===== config.mk =====
export PLATFORM = sky130hd
export DESIGN_NAME = fft_in_buffer
export DESIGN_NICKNAME = d
export VERILOG_FILES = /design/src/rtl/fft_in_buffer.sv
export SDC_FILE = /design/constraint.sdc
export NUM_CORES = 1
export LEC_CHECK = 0
export ABC_AREA = 1
export BUFFER_PORTS_ARGS = -buffer_cell sky130_fd_sc_hd__buf_2
export CAP_MARGIN = 25
export CORE_AREA = 2 2 404 406
export DETAILED_ROUTE_END_ITERATION = 6
export DIE_AREA = 0 0 406 408
export MAX_ROUTING_LAYER = met4
export RECOVER_POWER = 100
export SLEW_MARGIN = 25
export SYNTH_ARGS = -nofsm -noshare
export SYNTH_HDL_FRONTEND = slang
export SYNTH_SLANG_ARGS = --single-unit

===== constraint.sdc =====
create_clock -name clk -period 12.1 [get_ports clk]
set_input_delay 2.42 -clock clk [delete_from_list [all_inputs] [get_ports clk]]
set_output_delay 2.42 -clock clk [all_outputs]
set_load 0.01 [all_outputs]

===== src/rtl/fft_in_buffer.sv =====
// fft_in_buffer
//   Collects a stream of real input samples into one FFT frame of N_POINTS
//   complex slots. Each sample is extended (zero or sign per SIGNED_IN),
//   scaled by FIX_BIT fractional bits and stored as the real part of a slot.
//   The imaginary part is zero. Slots are filled in bit-reversed order when
//   BIT_REV=1, natural order otherwise. A completed frame is held on
//   frame_data until the FFT core takes it with frame_valid && frame_ready.
//   A frame that ends early (s_last before the final slot) is dropped and
//   reported with a one-cycle err pulse.
//
// Ports
//   clk          single clock, rising edge
//   rst          asynchronous active-high reset
//   s_valid      input sample valid
//   s_ready      block accepts a sample this cycle (state FILL)
//   s_data       input sample, IN_W bits
//   s_last       last sample of a frame, qualified by s_valid && s_ready
//   flush        synchronous abort of the current frame
//   frame_valid  complete frame held on frame_data (state FULL)
//   frame_ready  FFT core consumes the frame
//   frame_data   slot k at [(k+1)*2*BITS-1 : k*2*BITS], imag upper, real lower
//   err          one-cycle pulse after a short frame
module fft_in_buffer #(
    parameter int unsigned N_POINTS  = 32,
    parameter int unsigned IN_W      = 8,
    parameter int unsigned BITS      = 16,
    parameter int unsigned FIX_BIT   = 7,
    parameter int unsigned SIGNED_IN = 0,
    parameter int unsigned BIT_REV   = 1
) (
    input  logic                         clk,
    input  logic                         rst,
    input  logic                         s_valid,
    output logic                         s_ready,
    input  logic [IN_W-1:0]              s_data,
    input  logic                         s_last,
    input  logic                         flush,
    output logic                         frame_valid,
    input  logic                         frame_ready,
    output logic [N_POINTS*2*BITS-1:0]   frame_data,
    output logic                         err
);

    localparam int unsigned CW = $clog2(N_POINTS);

    typedef enum logic {
        FILL = 1'b0,
        FULL = 1'b1
    } state_t;

    state_t          state, state_nxt;
    logic [CW-1:0]   cnt, cnt_nxt;
    logic            err_nxt;
    logic            accept;
    logic            last_slot;
    logic [CW-1:0]   wr_idx;
    logic signed [IN_W:0] s_ext;
    logic [BITS-1:0] conv_ext;
    logic [BITS-1:0] conv;

    // Only the real part is stored; the imaginary part of every slot is zero.
    logic [BITS-1:0] slot_re [N_POINTS];

    function automatic logic [CW-1:0] bitrev(input logic [CW-1:0] v);
        logic [CW-1:0] r;
        r = '0;
        for (int unsigned i = 0; i < CW; i++) begin
            r[i] = v[CW-1-i];
        end
        return r;
    endfunction

    assign s_ready     = (state == FILL);
    assign frame_valid = (state == FULL);

    // Flush wins over a same-cycle sample, so such a sample is never written.
    assign accept    = s_valid && s_ready && !flush;
    assign last_slot = (cnt == CW'(N_POINTS - 1));
    assign wr_idx    = (BIT_REV != 0) ? bitrev(cnt) : cnt;

    // One extra bit carries the chosen extension; the signed size cast then
    // replicates it up to BITS before scaling.
    always_comb begin
        if (SIGNED_IN != 0) begin
            s_ext = {s_data[IN_W-1], s_data};
        end else begin
            s_ext = {1'b0, s_data};
        end
        conv_ext = BITS'(s_ext);
        conv     = conv_ext << FIX_BIT;
    end

    always_comb begin
        state_nxt = state;
        cnt_nxt   = cnt;
        err_nxt   = 1'b0;
        if (flush) begin
            state_nxt = FILL;
            cnt_nxt   = '0;
        end else begin
            case (state)
                FILL: begin
                    if (s_valid) begin
                        if (last_slot) begin
                            cnt_nxt   = '0;
                            state_nxt = FULL;
                        end else if (s_last) begin
                            cnt_nxt = '0;
                            err_nxt = 1'b1;
                        end else begin
                            cnt_nxt = cnt + CW'(1);
                        end
                    end
                end
                FULL: begin
                    if (frame_ready) begin
                        state_nxt = FILL;
                    end
                end
            endcase
        end
    end

    always_ff @(posedge clk or posedge rst) begin
        if (rst) begin
            state <= FILL;
            cnt   <= '0;
            err   <= 1'b0;
        end else begin
            state <= state_nxt;
            cnt   <= cnt_nxt;
            err   <= err_nxt;
        end
    end

    always_ff @(posedge clk or posedge rst) begin
        if (rst) begin
            for (int unsigned k = 0; k < N_POINTS; k++) begin
                slot_re[k] <= '0;
            end
        end else if (accept) begin
            slot_re[wr_idx] <= conv;
        end
    end

    always_comb begin
        frame_data = '0;
        for (int unsigned k = 0; k < N_POINTS; k++) begin
            frame_data[k*2*BITS +: BITS] = slot_re[k];
        end
    end

endmodule


==> Word-level counts from Yosys, hierarchy flattened <==
Index checks and enable logic that the tools add are counted.
{ "totals": {"ff_bits": 519, "inputBits": 14, "output_inout_bits": 1027} }
{ "classes": {"add_sub_neg": 1, "n_mux": 18, "n_bitwise": 2, "order_cmp": 2, "n_eq_ne": 2, "n_reduce_logical": 6} }
{ "op_table": {"columns": ["operator", "count"], "rows": [
  ["bitwise mux 512 bit", 1],
  ["demux 16 bit (select 5 bit)", 1],
  ["2-to-1 mux 5 bit", 5],
  ["2-to-1 mux 16 bit", 1],
  ["2-to-1 mux 1 bit", 9],
  [">= comparator 6 bit, second input constant", 1],
  ["< comparator 6 x 1 -> 1 bit, second input constant", 1],
  ["NOT 5 -> 6 bit", 1],
  ["adder 5 x 1 -> 5 bit, second input constant", 1],
  ["equality test 5 bit, second input constant", 1],
  ["logical AND 1 bit", 3],
  ["inequality test 2 bit, second input constant", 1],
  ["case mux 1 bit (2 select lines)", 1],
  ["AND reduction 2 bit", 1],
  ["nonzero test 2 bit", 1],
  ["zero test 1 bit", 1],
  ["NOT 1 bit", 1]
]} }

==> Logic depth before layout (Yosys ltp) <==
Gate-level depths: netlist (run 1).
{ "logic_depth": {"depth_word": 6, "mapped_depth": 9} }

==> Worst setup path before layout (run 1) <==
OpenSTA, ideal clock, no wires.
{ "synth_timing": {"kind": "input-to-reg", "start": "in s_valid", "end": "reg slot_re, in the netlist frame_data[361]", "arrival_ns": 3.150, "setup_slack_ns": 8.819, "required_time_ns": 11.968, "setup_ns": 0.132, "path_stages": 8, "cell_sequence": "nand2_2 nor2_4 buf_6 buf_12 nand2_4 buf_6 nand2_1 o21ai_1"} }
{ "synth_between": {"elab_chain_len": 2} }
{ "synth_lines": {"columns": ["item", "line_no", "source"], "rows": [
  ["start, declared", "33", "input logic s_valid,"],
  ["logical AND 1 bit (2 in a row)", "77", "assign accept = s_valid && s_ready && !flush;"],
  ["end signal, assigned by index", "142", "slot_re[wr_idx] <= conv;"],
  ["end, declared", "62", "logic [BITS-1:0] slot_re [N_POINTS];"]
]} }
Every way passes these cells.
A chain may end at the register's enable or synchronous reset.

==> metrics.txt, run 1 <==
run status finished with violations; failing checks max-capacitance violations, max-slew violations; CTS Sinks 263; P&R area growth vs syn 11.3%; Longest Clk Path Bufs 3; FF-to-FF path depth 6; Seq/Total Area, Yosys 0.418; EDFF count, synth 0; Worst-Margin Slew 3.41 ns; die width between 400 and 500 um; Final min period 7.23 ns; grt total ovfl 0; total global-route track usage 0.0564; R2R setup slack 8.62 ns; FF-to-FF End frame_data[42]; power density cells roughly 130 nW/um^2; gpl congestion 0.755; Post-synth top flop dfrtp_1; critical path type in2async; # hold bufs at CTS 0; worst-skew pair later-pin latency 0.60 ns; crit path capture frame_data[552]; post-synth top area cell dfrtp_1; Worst slew margin -1.28; cell area after synthesis 15,700 sq um; Finish-stage setup viols 0; highest clock rate approximately 0.14 GHz; multi-input logic area around 5800 sq um; drt drc 0; Final Max Tran Viols 194; DR vias/cell 2.36; HP Start frame_data[462]; top cell type's share of synthesized area 0.418; Rows 148; FF+latch count, synth 263; Clk pin slew, worst setup/hold paths approximately 0.060 ns; port bufs approximately 270; vias in the first global route 8,184; met2 wire len 23,100 um; Critical Path End Type asynchronous set/reset pin; crit path launch rst; largest net degree at the start of global routing 141; Met3 Wirelength 5140 um; synthesized area per cell 8.94 sq um; Commonest cells post-synth buf_4 (770), nand2_1 (321), dfrtp_1 (263); min-delay worst type reg2reg; WL met1 19,400 um; total power 2.23 mW; vias 9,987; Die H 408 um; Final Hold Fails 0; die area 166,000 sq um; Non-Filler Instances 4,234; RSZ-0062 raised after global routing no; total CTS buffers 35; Avg WL per Cell 11.5 um; top sig layer met4; H-tree levels 2; DP HPWL 37,000 um; Final Net Count approximately 2,000; Worst Skew 0.0344 ns; Synth warnings 0; I/O pin count 1,041; crit path max fanout 140; post-route antenna net violation count 0; launching point of the worst reg2reg path frame_valid; post-synthesis cell type count 25; Hold WS roughly 0.48 ns; Initial Util 0.0973; Lkg Pwr between 8 and 9 nW; register area between 6000 and 7000 sq um; DRT Pass-1 Iters 5; core area 162,000 sq um; dpl cells roughly 4,200; Root Buffer clkbuf_16; CTS tree built; Setup TNS 0 ns; Worst EP required 12.64 ns; Post-Route WL 48,900 um; most common cell in the synthesized netlist buf_4; Post-Syn Instances 1,759; first-pass GRT wire length approximately 63,000 um; initial antenna violation count 14; Critical Path Source Type input port; Area contributors post-synth dfrtp_1 (42%), buf_4 (37%), nand2_1 (7.7%); max-cap viol count 4; postcts setup bufs 0; crit path DAT 7.77 ns; Worst VDD drop a little over 80 uV; Fillers 18,800; Tcrit/Tclk final 0.598; Post-CTS Resized 0; share of cells above drive strength 1 0.0472; Initial DRC Count slightly below 600; FFs w/ async S/R, synth 1.00
[sequential cells by signal (all words and copies together) (netlist names)]
signal       flops
frame_valid      1
cnt              5
frame_data     256
err              1
[metal layers]
| layer | vias up | GRT usage |
|---|---|---|
| met5 | - | - |
| met4 | 0 | 0.0179 |
| met3 | 54 | 0.0197 |
| met2 | 636 | 0.0861 |
| met1 | 4754 | 0.0691 |
| li1 | 4543 | - |
[cells in the final DEF (no fill, tap or decap), drive strengths merged]
cell	n
conb	768
nand2	345
clkbuf	311
dfrtp	263
o21ai	256
nor2	35
inv	25
buf	21
ha	7
diode	6
nand3	6
clkinv	6
bufinv	3
clkinvlp	2
a21oi	1
o31ai	1
nor3	1
nand3b	1
nand4	1
[cells by family after synthesis]
| kind of cell | synth area share |
|---|---|
| AOI/OAI and AO/OA | 0.0823 |
| and+or+nand+nor | 0.102 |
| adders and majority gates | 0.00557 |
| buffers and inverters | 0.392 |
| DFF | 0.418 |
| other | 0.000238 |
[how the worst min path moves through the flow]
| stage | slack, ns | cells past startpoint | endpoint |
|---|---|---|---|
| floorplan | 0.52 | 2 | frame_data[1000] |
| global route | 0.50 | 2 | frame_data[140] |
| detailed placement | 0.47 | 2 | frame_data[782] |
| global placement | 0.46 | 2 | frame_data[302] |
| finish | 0.48 | 2 | frame_data[462] |
| CTS | 0.48 | 2 | frame_data[782] |
[power by group]
| group | internal (mW) | switching, mW |
|---|---|---|
| clock | 0.654 | 0.461 |
| combinational | 0.0183 | 0.192 |
| sequential | 0.896 | 0.00969 |
[critical path, cell delays in order]
cell,delay [ns]
buf_2,0.10
clkinvlp_2,1.88
clkbuf_1,2.52
buf_12,0.44
[metrics by stage]
stage	utilization	setup slack, ns	area [sq um]
2_1_floorplan	-	2.44	18600
3_3_place_gp	0.103	7.55	16700
3_5_place_dp	0.103	7.50	16700
4_1_cts	0.111	8.13	17900
5_1_grt	0.108	3.96	17500
6_report	0.108	4.87	17500
[layout make-up]
class | instances | area share
clock inverter | 15 | 0.0131
sequential | 263 | 0.376
antenna | 6 | 0.000858
timing repair buffer | 284 | 0.0644
tap | 2175 | 0.155
inverter | 21 | 0.00457
clock buffer | 48 | 0.0568
multi-input combinational | 1422 | 0.329
(Power assumes the default switching activity.)
==> inputs of run 2 (changes only) <==
- CORE_AREA: 2 2 404 406 -> 2 2 400 402
- DIE_AREA: 0 0 406 408 -> 0 0 402 404
- clock period: 12.1 -> 5.9 ns (I/O delays scaled with it)
==> run 2 against run 1 <==
Effect of this change: the flow finishes with violations (max-capacitance violations); via count fell by 1.3%; critical endpoint is now err; worst hold slack got worse by 0.00071 ns; largest cell class unchanged; routed wire length fell by 2.0%; global-route usage fell by 0.088 points; non-clock buffer count rose by 1; highest routed layer unchanged; worst setup slack got worse by 1.6 ns; power rose by 95%; combinational power rose by 110%; critical path depth fell by 3; clock skew fell by 0.022 ns; core utilization rose by 0.11 points.
==> metrics.txt, run 2 (synthesis gave the netlist of run 1 again) <==
run status finished with violations; failing checks max-capacitance violations; Die H 404 um; Psw 1.25 mW; CP delay by family, top buffers and inverters; H-tree levels 1; crit path DAT 1.45 ns; dpl cells 4,063; Worst VDD drop 261 uV; Final Hold Fails 0; max FFs per register 256; postcts setup bufs 0; Worst EP required approximately 4.7 ns; min-delay worst type reg2reg; Fillers between 15,000 and 20,000; # hold bufs at CTS 0; Worst slew margin 0.00627; launching point of the worst reg2reg path frame_valid; max-cap viol count 1; Clk pin slew, worst setup/hold paths 0.06 ns; Root Buffer clkbuf_16; power density cells 252 nW/um^2; Lkg Pwr 8.15 nW; FF-to-FF path depth 6; critical path type reg2out; Sw Share 0.286; Critical Path End Type primary output; WL met1 18,600 um; total global-route track usage 0.0555; die area approximately 160,000 sq um; drt drc 0; top sig layer met4; CP max stage cell clkbuf_1; Initial DRC Count 546; initial antenna violation count 10; WHS Path Cells 2; total CTS buffers 30; vias in the first global route 8,189; I/O pin count 1,041; R2R setup slack 3.47 ns; most frequent cells in the layout conb_1 (768), nand2_1 (341), clkbuf_1 (264), dfrtp_1 (263), o21ai_0 (242); Worst Skew 0.0121 ns; CP cell instances clkbuf_1; largest net degree at the start of global routing 127; first-pass GRT wire length 62,900 um; total power roughly 4.3 mW; gpl congestion 0.755; Pint 3.10 mW; Final min period 2.63 ns; Post-CTS Resized 0; HP Start frame_data[557]; share of cells above drive strength 1 0.0459; CTS Sinks 263; worst-skew pair later-pin latency 0.61 ns; Met3 Wirelength 4800 um; grt total ovfl 0; Initial Util 0.0996; Hold EP frame_data[557]; die width 402 um; FF-to-FF End frame_data[170]; Finish-stage setup viols 0; RSZ-0062 raised after global routing no; Avg WL per Cell 11.6 um; logic gate share of total power 0.099; met2 wire len roughly 24,000 um; Clk pwr share 0.474; DRT Pass-1 Iters 5; Non-Filler Instances 4,127; vias just under 10,000; Worst-Margin Slew 1.48 ns; post-route antenna net violation count 0; part of the power in registers 0.427; multi-input logic area 5760 sq um; Tcrit/Tclk final 0.446; CTS tree built; most common cell after layout, fill and taps aside conb_1; Post-Route WL about 48,000 um; Final Max Tran Viols 0; Critical Path Source Type flip-flop; Setup TNS 0 ns; Crit path buffers/inverters 1; P&R area growth vs syn 9.76%; highest clock rate 0.380 GHz; DP HPWL roughly 38,000 um; Max stage delay on crit path 0.51 ns; crit path max fanout 1; Longest Clk Path Bufs 3; Final Net Count between 2,000 and 2,500; register area 6580 sq um; DR vias/cell 2.39; core area 158,000 sq um; port bufs 272; Rows 146
## run 2: cell types whose count changed in the layout (fill, tap and decap cells not counted), moves of 3 or more
cell       previous run  this run
clkinv_2              1         7
o21ai_0             245       242
o21ai_1              11        14
inv_8                 4         0
clkbuf_8              7         4
clkbuf_16            35        31
clkbuf_1            269       264
## run 2: per-layer routing
metal  GRT usage  vias up
met2      0.0901      580
li1            -     4536
met4      0.0118        0
met5           -        -
met3      0.0177       39
met1      0.0670     4698
## run 2: worst max-delay path by stage
stage	from	endpoint	slack [ns]	cells after the start
floorplan	rst	cnt[0]	1.25	1
global placement	s_valid	frame_data[551]	2.93	6
detailed placement	s_valid	frame_data[333]	2.84	6
CTS	frame_valid	s_ready	3.35	2
global route	err	err	3.08	1
finish	err	err	3.27	1
## run 2: power by group through the flow
stage	sequential, mW	clock [mW]	combinational, mW
after floorplan	1.90	0	0.674
after global placement	1.89	0	0.442
after detailed placement	1.89	0	0.444
after CTS	1.86	2.15	0.444
after global routing	1.86	2.21	0.482
final	1.86	2.06	0.432
## run 2: per-stage QoR
| stage | instance area [sq um] | utilization | worst slack (ns) | hold WS [ns] |
|---|---|---|---|---|
| after detailed placement | 16600 | 0.105 | 2.84 | 0.469 |
| after floorplan | 18600 | - | 1.25 | 0.519 |
| final | 17300 | 0.109 | 3.27 | 0.482 |
| after global routing | 17300 | 0.109 | 3.08 | 0.500 |
| after CTS | 17700 | 0.112 | 3.35 | 0.485 |
| after global placement | 16600 | 0.105 | 2.93 | 0.462 |
## run 2: final cells by class
class,instances,area share
clock inverter,18,0.0136
inverter,21,0.00464
clock buffer,38,0.0488
multi-input combinational,1422,0.333
antenna,8,0.00116
tap,2072,0.150
sequential,263,0.381
timing repair buffer,285,0.0669
## run 2: tightest hold or removal path, stage by stage (launching register included)
cell and delay, ns:
dfrtp_1 0.34, nand2_1 0.05, o21ai_0 0.06
